`config.mk`:
```
export PLATFORM = sky130hd
export DESIGN_NAME = bc_moment_reader_flat
export DESIGN_NICKNAME = d
export VERILOG_FILES = /design/src/rtl/bc_moment_reader_if.sv /design/src/rtl/bc_moment_reader.sv /design/src/flat_wrapper.sv
export SDC_FILE = /design/constraint.sdc
export NUM_CORES = 1
export LEC_CHECK = 0
export BUFFER_PORTS_ARGS = -buffer_cell sky130_fd_sc_hd__buf_2
export CAP_MARGIN = 0
export CORE_UTILIZATION = 45
export DETAILED_ROUTE_END_ITERATION = 8
export GPL_ROUTABILITY_DRIVEN = 0
export PLACE_DENSITY = 0.68
export SLEW_MARGIN = 25
export SYNTH_ARGS = -nofsm -noshare
export SYNTH_HDL_FRONTEND = slang
export SYNTH_SLANG_ARGS = --single-unit
export TNS_END_PERCENT = 5
```
`constraint.sdc`:
```
create_clock -name CLK -period 5.66 [get_ports CLK]
set_input_delay 1.132 -clock CLK [delete_from_list [all_inputs] [get_ports CLK]]
set_output_delay 1.132 -clock CLK [all_outputs]
set_load 0.05 [all_outputs]
```
`src/rtl/bc_moment_reader_if.sv`:
```
`default_nettype none
// ============================================================================
// Module      : bc_moment_reader_if
// Description : Bundles the scan control handshake, the BC memory read port
//               and the moment results of bc_moment_reader.
//               slave  - the reader itself: takes start/bank/half/rd_data,
//                        drives rd_addr/rd_en, busy/done and the results.
//               master - the surrounding environment (MFA controller plus
//                        BC memory port).
//               Optional macro: BC_MAX_TRACK_EN adds max_val.
// Revision    : 1.0 - initial release
// ============================================================================
interface bc_moment_reader_if #(
    parameter int BOX_IDX  = 3,
    parameter int DATA_LEN = 8,
    parameter int ACC_LEN  = 24
);
    localparam int c_ADDR_LEN = 2 * BOX_IDX + 1;

    logic                  start;
    logic                  bank;
    logic                  half;
    logic [DATA_LEN-1:0]   rd_data;
    logic [c_ADDR_LEN-1:0] rd_addr;
    logic                  rd_en;
    logic                  busy;
    logic                  done;
    logic [ACC_LEN-1:0]    sum;
    logic [ACC_LEN-1:0]    sum_sq;
    logic [c_ADDR_LEN-1:0] nz_cnt;
    logic                  ovf;
`ifdef BC_MAX_TRACK_EN
    logic [DATA_LEN-1:0]   max_val;

    modport slave (
        input  start, bank, half, rd_data,
        output rd_addr, rd_en, busy, done, sum, sum_sq, nz_cnt, ovf, max_val
    );
    modport master (
        output start, bank, half, rd_data,
        input  rd_addr, rd_en, busy, done, sum, sum_sq, nz_cnt, ovf, max_val
    );
`else
    modport slave (
        input  start, bank, half, rd_data,
        output rd_addr, rd_en, busy, done, sum, sum_sq, nz_cnt, ovf
    );
    modport master (
        output start, bank, half, rd_data,
        input  rd_addr, rd_en, busy, done, sum, sum_sq, nz_cnt, ovf
    );
`endif
endinterface
`default_nettype wire

```
`src/rtl/bc_moment_reader.sv`:
```
`default_nettype none
// ============================================================================
// Module      : bc_moment_reader
// Description : Raster-scans a box-count grid from the BC memory (1-cycle
//               synchronous read) and accumulates sum, sum of squares and
//               the count of nonzero boxes, with saturating accumulators and
//               a sticky overflow flag. One scan per start/done handshake.
// Ports       : CLK, RST (sync, active high)
//               bus.start/bank/half   - scan launch and configuration
//               bus.rd_addr/rd_en     - memory address {x, bank, y}, enable
//               bus.rd_data           - memory data, one cycle after address
//               bus.busy/done         - scan status
//               bus.sum/sum_sq/nz_cnt - results, valid from done
//               bus.ovf               - an accumulator saturated this scan
//               bus.max_val           - largest word (BC_MAX_TRACK_EN only)
// Options     : BC_MAX_TRACK_EN - enables max_val tracking.
// Revision    : 1.0 - initial release
// ============================================================================
module bc_moment_reader #(
    parameter int BOX_IDX  = 3,
    parameter int DATA_LEN = 8,
    parameter int ACC_LEN  = 24
) (
    input  wire logic        CLK,
    input  wire logic        RST,
    bc_moment_reader_if.slave bus
);
    localparam int c_ADDR_LEN = 2 * BOX_IDX + 1;

    localparam logic [1:0] c_ST_IDLE  = 2'd0;
    localparam logic [1:0] c_ST_READ  = 2'd1;
    localparam logic [1:0] c_ST_DRAIN = 2'd2;
    localparam logic [1:0] c_ST_DONE  = 2'd3;

    localparam logic [BOX_IDX-1:0] c_FULL_MAX = '1;
    localparam logic [BOX_IDX-1:0] c_HALF_MAX = c_FULL_MAX >> 1;

    logic [1:0]            r_state;
    logic                  r_bank;
    logic                  r_half;
    logic [BOX_IDX-1:0]    r_x;
    logic [BOX_IDX-1:0]    r_y;
    logic                  r_valid;
    logic [ACC_LEN-1:0]    r_sum;
    logic [ACC_LEN-1:0]    r_sum_sq;
    logic [c_ADDR_LEN-1:0] r_nz;
    logic                  r_ovf;

    logic [BOX_IDX-1:0]    w_last;
    logic                  w_rd_en;
    logic [2*DATA_LEN-1:0] w_sq;
    logic [ACC_LEN:0]      w_sum_ext;
    logic [ACC_LEN:0]      w_sum_sq_ext;
    logic                  w_nz_inc;

    assign w_last  = r_half ? c_HALF_MAX : c_FULL_MAX;
    assign w_rd_en = (r_state == c_ST_READ);

    // Accumulate one bit wider than the register so the carry flags overflow.
    assign w_sq         = {{DATA_LEN{1'b0}}, bus.rd_data} * {{DATA_LEN{1'b0}}, bus.rd_data};
    assign w_sum_ext    = {1'b0, r_sum} + {{(ACC_LEN+1-DATA_LEN){1'b0}}, bus.rd_data};
    assign w_sum_sq_ext = {1'b0, r_sum_sq} + {{(ACC_LEN+1-2*DATA_LEN){1'b0}}, w_sq};
    assign w_nz_inc     = (bus.rd_data != '0);

    always_ff @(posedge CLK) begin
        if (RST) begin
            r_state  <= c_ST_IDLE;
            r_bank   <= 1'b0;
            r_half   <= 1'b0;
            r_x      <= '0;
            r_y      <= '0;
            r_valid  <= 1'b0;
            r_sum    <= '0;
            r_sum_sq <= '0;
            r_nz     <= '0;
            r_ovf    <= 1'b0;
        end else begin
            r_valid <= w_rd_en;

            case (r_state)
                c_ST_IDLE: begin
                    if (bus.start) begin
                        r_bank  <= bus.bank;
                        r_half  <= bus.half;
                        r_x     <= '0;
                        r_y     <= '0;
                        r_state <= c_ST_READ;
                    end
                end
                c_ST_READ: begin
                    // Counters freeze on the final address so rd_addr holds.
                    if (r_x == w_last) begin
                        if (r_y == w_last) begin
                            r_state <= c_ST_DRAIN;
                        end else begin
                            r_x <= '0;
                            r_y <= r_y + 1'b1;
                        end
                    end else begin
                        r_x <= r_x + 1'b1;
                    end
                end
                c_ST_DRAIN: r_state <= c_ST_DONE;
                default:    r_state <= c_ST_IDLE;
            endcase

            if ((r_state == c_ST_IDLE) && bus.start) begin
                r_sum    <= '0;
                r_sum_sq <= '0;
                r_nz     <= '0;
                r_ovf    <= 1'b0;
            end else if (r_valid) begin
                // A clamped accumulator stays all-ones: any further nonzero
                // addend overflows again and zero leaves it unchanged.
                if (w_sum_ext[ACC_LEN]) begin
                    r_sum <= '1;
                    r_ovf <= 1'b1;
                end else begin
                    r_sum <= w_sum_ext[ACC_LEN-1:0];
                end
                if (w_sum_sq_ext[ACC_LEN]) begin
                    r_sum_sq <= '1;
                    r_ovf    <= 1'b1;
                end else begin
                    r_sum_sq <= w_sum_sq_ext[ACC_LEN-1:0];
                end
                r_nz <= r_nz + {{(c_ADDR_LEN-1){1'b0}}, w_nz_inc};
            end
        end
    end

`ifdef BC_MAX_TRACK_EN
    logic [DATA_LEN-1:0] r_max;

    always_ff @(posedge CLK) begin
        if (RST) begin
            r_max <= '0;
        end else if ((r_state == c_ST_IDLE) && bus.start) begin
            r_max <= '0;
        end else if (r_valid && (bus.rd_data > r_max)) begin
            r_max <= bus.rd_data;
        end
    end

    assign bus.max_val = r_max;
`endif

    assign bus.rd_addr = {r_x, r_bank, r_y};
    assign bus.rd_en   = w_rd_en;
    assign bus.busy    = (r_state == c_ST_READ) || (r_state == c_ST_DRAIN);
    assign bus.done    = (r_state == c_ST_DONE);
    assign bus.sum     = r_sum;
    assign bus.sum_sq  = r_sum_sq;
    assign bus.nz_cnt  = r_nz;
    assign bus.ovf     = r_ovf;

endmodule
`default_nettype wire

```
`src/flat_wrapper.sv`:
```
// flat-port wrapper written by rule: the top's interface ports become plain ports
module bc_moment_reader_flat 
#(
    parameter int BOX_IDX  = 3,
    parameter int DATA_LEN = 8,
    parameter int ACC_LEN  = 24
)
  (CLK, RST, bus_start, bus_bank, bus_half, bus_rd_data, bus_rd_addr, bus_rd_en, bus_busy, bus_done, bus_sum, bus_sum_sq, bus_nz_cnt, bus_ovf);
  bc_moment_reader_if #(.BOX_IDX(BOX_IDX), .DATA_LEN(DATA_LEN), .ACC_LEN(ACC_LEN)) bus_i ();
  input  wire logic CLK;
  input  wire logic RST;
  input wire logic [$bits(bus_i.start)-1:0] bus_start;
  input wire logic [$bits(bus_i.bank)-1:0] bus_bank;
  input wire logic [$bits(bus_i.half)-1:0] bus_half;
  input wire logic [$bits(bus_i.rd_data)-1:0] bus_rd_data;
  output wire logic [$bits(bus_i.rd_addr)-1:0] bus_rd_addr;
  output wire logic [$bits(bus_i.rd_en)-1:0] bus_rd_en;
  output wire logic [$bits(bus_i.busy)-1:0] bus_busy;
  output wire logic [$bits(bus_i.done)-1:0] bus_done;
  output wire logic [$bits(bus_i.sum)-1:0] bus_sum;
  output wire logic [$bits(bus_i.sum_sq)-1:0] bus_sum_sq;
  output wire logic [$bits(bus_i.nz_cnt)-1:0] bus_nz_cnt;
  output wire logic [$bits(bus_i.ovf)-1:0] bus_ovf;
  assign bus_i.start = bus_start;
  assign bus_i.bank = bus_bank;
  assign bus_i.half = bus_half;
  assign bus_i.rd_data = bus_rd_data;
  assign bus_rd_addr = bus_i.rd_addr;
  assign bus_rd_en = bus_i.rd_en;
  assign bus_busy = bus_i.busy;
  assign bus_done = bus_i.done;
  assign bus_sum = bus_i.sum;
  assign bus_sum_sq = bus_i.sum_sq;
  assign bus_nz_cnt = bus_i.nz_cnt;
  assign bus_ovf = bus_i.ovf;
  bc_moment_reader #(.BOX_IDX(BOX_IDX), .DATA_LEN(DATA_LEN), .ACC_LEN(ACC_LEN)) u_core (.CLK(CLK), .RST(RST), .bus(bus_i));
endmodule
```
Word level (Yosys, flattened, before mapping)
Cells that the tools add are included.

Register bits after elaboration: 67. Input port bits: 13.

Reductions and logical operators: 12. Add/subtract/negate cells: 5. Eq/ne operators: 10. Multiplexer cells: 16. Multipliers: 1.

Operator list (number): 24-bit two-way mux (2); 24-bit by 16-bit adder with 25-bit output (1); 24-bit by 8-bit adder with 25-bit output (1); 3-bit two-way mux (6); 8-bit by 8-bit multiplier with 16-bit output (1); 3-bit case mux with 2 select lines (2); 8-bit nonzero test (1); 7-bit by 1-bit adder with 7-bit output (1); 3-bit by 1-bit adder with 3-bit output, second input constant (2); 3-bit == test (2); 2-bit two-way mux (3); 2-bit case mux with 3 select lines (1); 3-bit AND reduction (2); 2-bit == test, second input constant (2); 2-bit by 1-bit inequality test with 1-bit output, second input constant (2); 2-bit inequality test, second input constant (2); 2-bit AND reduction (2); 4-bit AND reduction (1); 2-bit nonzero test (2); 3-bit inequality test, second input constant (1); 2-bit by 1-bit == test with 1-bit output, second input constant (1); 2-bit logical NOT (1); 1-bit two-way mux (2); 2-bit OR reduction (1); other kinds (2) (2).

Longest topological paths before layout
Depth after elaboration: 5. Depth in mapped cells: 20. Mapped depth without buffers: 17.

Worst setup path before layout
Ideal clock, no wire load.

Path kind: input -> register. Start point: input port bus_rd_data[5]. End point: register u_core.r_sum_sq[12] (netlist: u_core.bus.sum_sq[12]). Slack: 0.120 ns. Required time: 5.539 ns. Data arrival time: 5.419 ns. Stages on the path: 17. Cells stage by stage: clkbuf_1 -> inv_1 -> nor2_1 -> fa_1 -> fa_1 -> inv_1 -> fa_1 -> fa_1 -> inv_1 -> ha_1 -> and2_4 -> a221oi_2 -> a21oi_2 -> a211o_4 -> a21boi_4 -> buf_6 -> a21oi_1.

Word-level cells in the longest chain between the ends: 3.

RTL lines: from (decl) (RTL line flat_wrapper.sv:15) `input wire logic [$bits(bus_i.rd_data)-1:0] bus_rd_data;`; 8-bit by 8-bit multiplier with 16-bit output (RTL line bc_moment_reader.sv:60) `assign w_sq = {{DATA_LEN{1'b0}}, bus.rd_data} * {{DATA_LEN{1'b0}}, bus.rd_data};`; 24-bit by 16-bit adder with 25-bit output (RTL line bc_moment_reader.sv:62) `assign w_sum_sq_ext = {1'b0, r_sum_sq} + {{(ACC_LEN+1-2*DATA_LEN){1'b0}}, w_sq};`; 24-bit two-way mux (RTL line bc_moment_reader.sv:121) `if (w_sum_sq_ext[ACC_LEN]) begin`; to (signal assigned) (RTL line bc_moment_reader.sv:125) `r_sum_sq <= w_sum_sq_ext[ACC_LEN-1:0];`; to (decl) (RTL line bc_moment_reader.sv:45) `logic [ACC_LEN-1:0] r_sum_sq;`.

Every way passes these cells. A chain may end at the register's enable or synchronous reset.

Final worst setup path
Start point: input port bus_rd_data[1]. End point: register u_core.r_sum_sq[13] (netlist: u_core.bus.sum_sq[13]).

Same word-level chain as after synthesis.

==> impl_metrics.json <==
{
  "grt_pass1_wl_mm": 23.9,
  "cp.arrival_ns": 5.44,
  "finalMaxSlewViolations": 0,
  "synth_top_cell_by_area": "dfxtp_1",
  "cts_resized": 0,
  "fin_util": 0.544,
  "ys_top_cells_by_count": "inv_1, dfxtp_1, a21oi_1, ha_1, o21ai_0",
  "htree_levels": 3,
  "syn-cell-area_um2": 5710,
  "synth_enable_flop_cells": 0,
  "drv_cap": 0,
  "io_pins": 79,
  "dp_hpwl_mm": 11.3,
  "hold_path.class": "reg -> reg",
  "tightest_slew_ns": 0.743,
  "finalHoldViolCount": 0,
  "rows": 40,
  "start_kind": "input pin",
  "die_w_um": 115,
  "cts_root_buffer": "clkbuf_16",
  "cts_tree": "yes",
  "path_cells": "buf_2, and2_1, inv_1, fa_1, inv_1, fa_1, fa_1, inv_1, fa_1, inv_1, ha_1, and2_4, a221oi_2, a21oi_2, a211o_4, a21boi_4, buf_12, a21oi_1",
  "crit_type": "in -> reg",
  "wl_per_cell_um": 15.9,
  "path_clk_slew_ns": 0.06,
  "setup_violations": 0,
  "cts_sinks": 67,
  "fin_setup_tns_ns": 0,
  "vias": 5076,
  "synth_most_common_cell": "inv_1",
  "grt_pass1_vias": 4952,
  "viasPerCell": 5.51,
  "ctsHoldBuffers": 0,
  "cp_slowest_cell": "fa_1",
  "rsz0062_at_grt": "false",
  "clock_path_buffers": 2,
  "cp_data_required_time_ns": 5.88,
  "crit_family": "adder cells",
  "slew_headroom": 0.504,
  "status": "finished, final reports clean",
  "synth_area_leaders": "dfxtp_1, fa_1, ha_1, inv_1, a21oi_1",
  "fin_total_pwr_mw": 2.52,
  "synth_nets": 779,
  "fin_crit_sh": 0.922,
  "start_util": 0.469,
  "ys_seq_area_frac": 0.235,
  "path_max_fanout": 18,
  "synth_seq_cells": 67,
  "grt_max_degree": 50,
  "cp-end-kind": "register",
  "syn_area_per_cell_um2": 8.53,
  "firstDrtPassIters": 4,
  "p_leak_nw": 3.14,
  "synth_top_area_share": 0.235,
  "grt_usage": 0.231,
  "diodes": 0,
  "die_h_um": 115,
  "post-route-min-period_ns": 5.22,
  "drive_above_1_share": 0.171,
  "core_area_um2": 12200,
  "grtUsageMet2": 0.396,
  "cts_buffers": 9,
  "crit_buf_inv": 6,
  "worst_hold_slack_ns": 0.450,
  "cpPeakStageDelay_ns": 0.53,
  "top_usage_layer": "met2",
  "dieArea_um2": 13100,
  "synth_warnings": 0,
  "ys_async_sr_fraction": 0,
  "antenna_found_initial": 0,
  "grt.overflow.total": 0,
  "synth_flop_cell": "dfxtp_1",
  "fin_skew_ns": 0.00410,
  "routed_wl_mm": 14.6,
  "use_met1": 0.297,
  "synthCells": 669,
  "drc": 0,
  "fmax_ghz": 0.192,
  "grt.met3_usage": 0.0529,
  "clk_latency_ns": 0.33,
  "ir_worst_vdd_uv": 255,
  "yosysUniqueCellTypes": 63,
  "io_buffers": 78,
  "drt-initial-drc-count": 285,
  "nets": 859,
  "power_density_nw_per_um2": 381,
  "postCtsSetupRepairBufs": 0,
  "syn_to_final_growth_pct": 16.0,
  "postRouteAntennaNets": 0
}
cell type report:
class	count	area (µm²)
Fill cell	1127	5540
Tap cell	168	210
Multi-Input combinational cell	485	3920
Timing Repair Buffer	91	500
Clock inverter	4	51.3
Clock buffer	11	243
Inverter	95	357
Sequential cell	67	1340
through the flow:
step                      std cells  area (µm²)  setup WS (ns)
after detailed placement        906        6320         0.0841
final                           921        6620          0.439
after floorplan                 669        5710          0.120
after CTS                       921        6620          0.428
after global routing            921        6620          0.195
after global placement          906        6310          0.179
state kept, by name, summed over array words and instances (netlist names):
name / count
u_core.bus.sum_sq: 24
u_core.bus.ovf: 1
u_core.bus.sum: 24
u_core.r_x: 3
u_core.bus.nz_cnt: 7
u_core.r_half: 1
u_core.r_valid: 1
u_core.r_y: 3
u_core.r_state: 2
u_core.r_bank: 1
worst register-to-register path, stage by stage, from the launching register on:
cell      delay (ns)
dfxtp_1         0.37
inv_1           0.08
fa_1            0.53
inv_1           0.05
fa_1            0.46
fa_1            0.49
inv_1           0.05
fa_1            0.53
inv_1           0.05
ha_1            0.35
and2_4          0.19
a221oi_2        0.33
a21oi_2         0.13
a211o_4         0.39
a21boi_4        0.16
buf_12          0.17
a21oi_1         0.08
path summary, 6_finish.rpt:
check	start	to	slack (ns)	depth (start not counted)
hold reg to reg	u_core.r_bank	u_core.r_bank	0.45	2
setup reg to reg	u_core.bus.sum_sq[7]	u_core.bus.sum_sq[13]	1.12	16
hold / removal	u_core.r_bank	u_core.r_bank	0.45	2
setup / recovery	bus_rd_data[1]	u_core.bus.sum_sq[13]	0.44	18
placed cells by master (no fill, tap or decap), types with 3 or more instances in the layout:
| master | synthesis | routed |
|---|---|---|
| inv_1 | 95 | 95 |
| buf_2 | 1 | 78 |
| dfxtp_1 | 67 | 67 |
| ha_1 | 59 | 59 |
| a21oi_1 | 59 | 58 |
| o21ai_0 | 44 | 44 |
| nand2_1 | 39 | 39 |
| fa_1 | 38 | 38 |
| nor2_1 | 34 | 34 |
| and2_1 | 22 | 22 |
| xnor2_1 | 17 | 17 |
| xor2_1 | 14 | 14 |
| nand3_1 | 14 | 14 |
| a31oi_1 | 12 | 12 |
| buf_4 | 2 | 12 |
| nand4_1 | 11 | 11 |
| and3_1 | 9 | 9 |
| clkbuf_16 | 0 | 9 |
| mux2i_1 | 7 | 7 |
| nor2b_1 | 7 | 7 |
| nor3_1 | 7 | 7 |
| a211oi_1 | 7 | 7 |
| a21o_1 | 6 | 6 |
| nand2b_1 | 6 | 5 |
| o31ai_1 | 5 | 5 |
| a311oi_1 | 5 | 5 |
| or2_2 | 4 | 4 |
| nor4_1 | 4 | 4 |
| or4_1 | 4 | 4 |
| o211ai_1 | 4 | 4 |
| o31a_1 | 3 | 3 |
| or3_1 | 3 | 3 |
| a21boi_0 | 3 | 3 |
| o221a_2 | 3 | 3 |
| o21bai_1 | 3 | 3 |
where the power goes:
part,switching [mW],internal (mW),total [mW]
sequential,0.0465,0.517,0.564
combinational,0.885,0.503,1.39
clock,0.220,0.351,0.571
total,1.15,1.37,2.52
metal layers:
| metal | vias up | part of all wire |
|---|---|---|
| met5 | - | 0 |
| met4 | 0 | 0.0085 |
| met3 | 8 | 0.048 |
| met2 | 122 | 0.50 |
| met1 | 2467 | 0.44 |
| li1 | 2479 | - |
cell families (layout without fill, tap and decap cells):
family	after synthesis	after routing	share of synthesized area
compound gates	174	174	0.195
xor+xnor	31	31	0.0476
fa+ha+maj	97	97	0.263
buf+inv	117	201	0.0811
flops	67	67	0.235
mux	7	7	0.0123
simple gates	176	176	0.167
No activity file was read; power rests on OpenSTA's default activity.
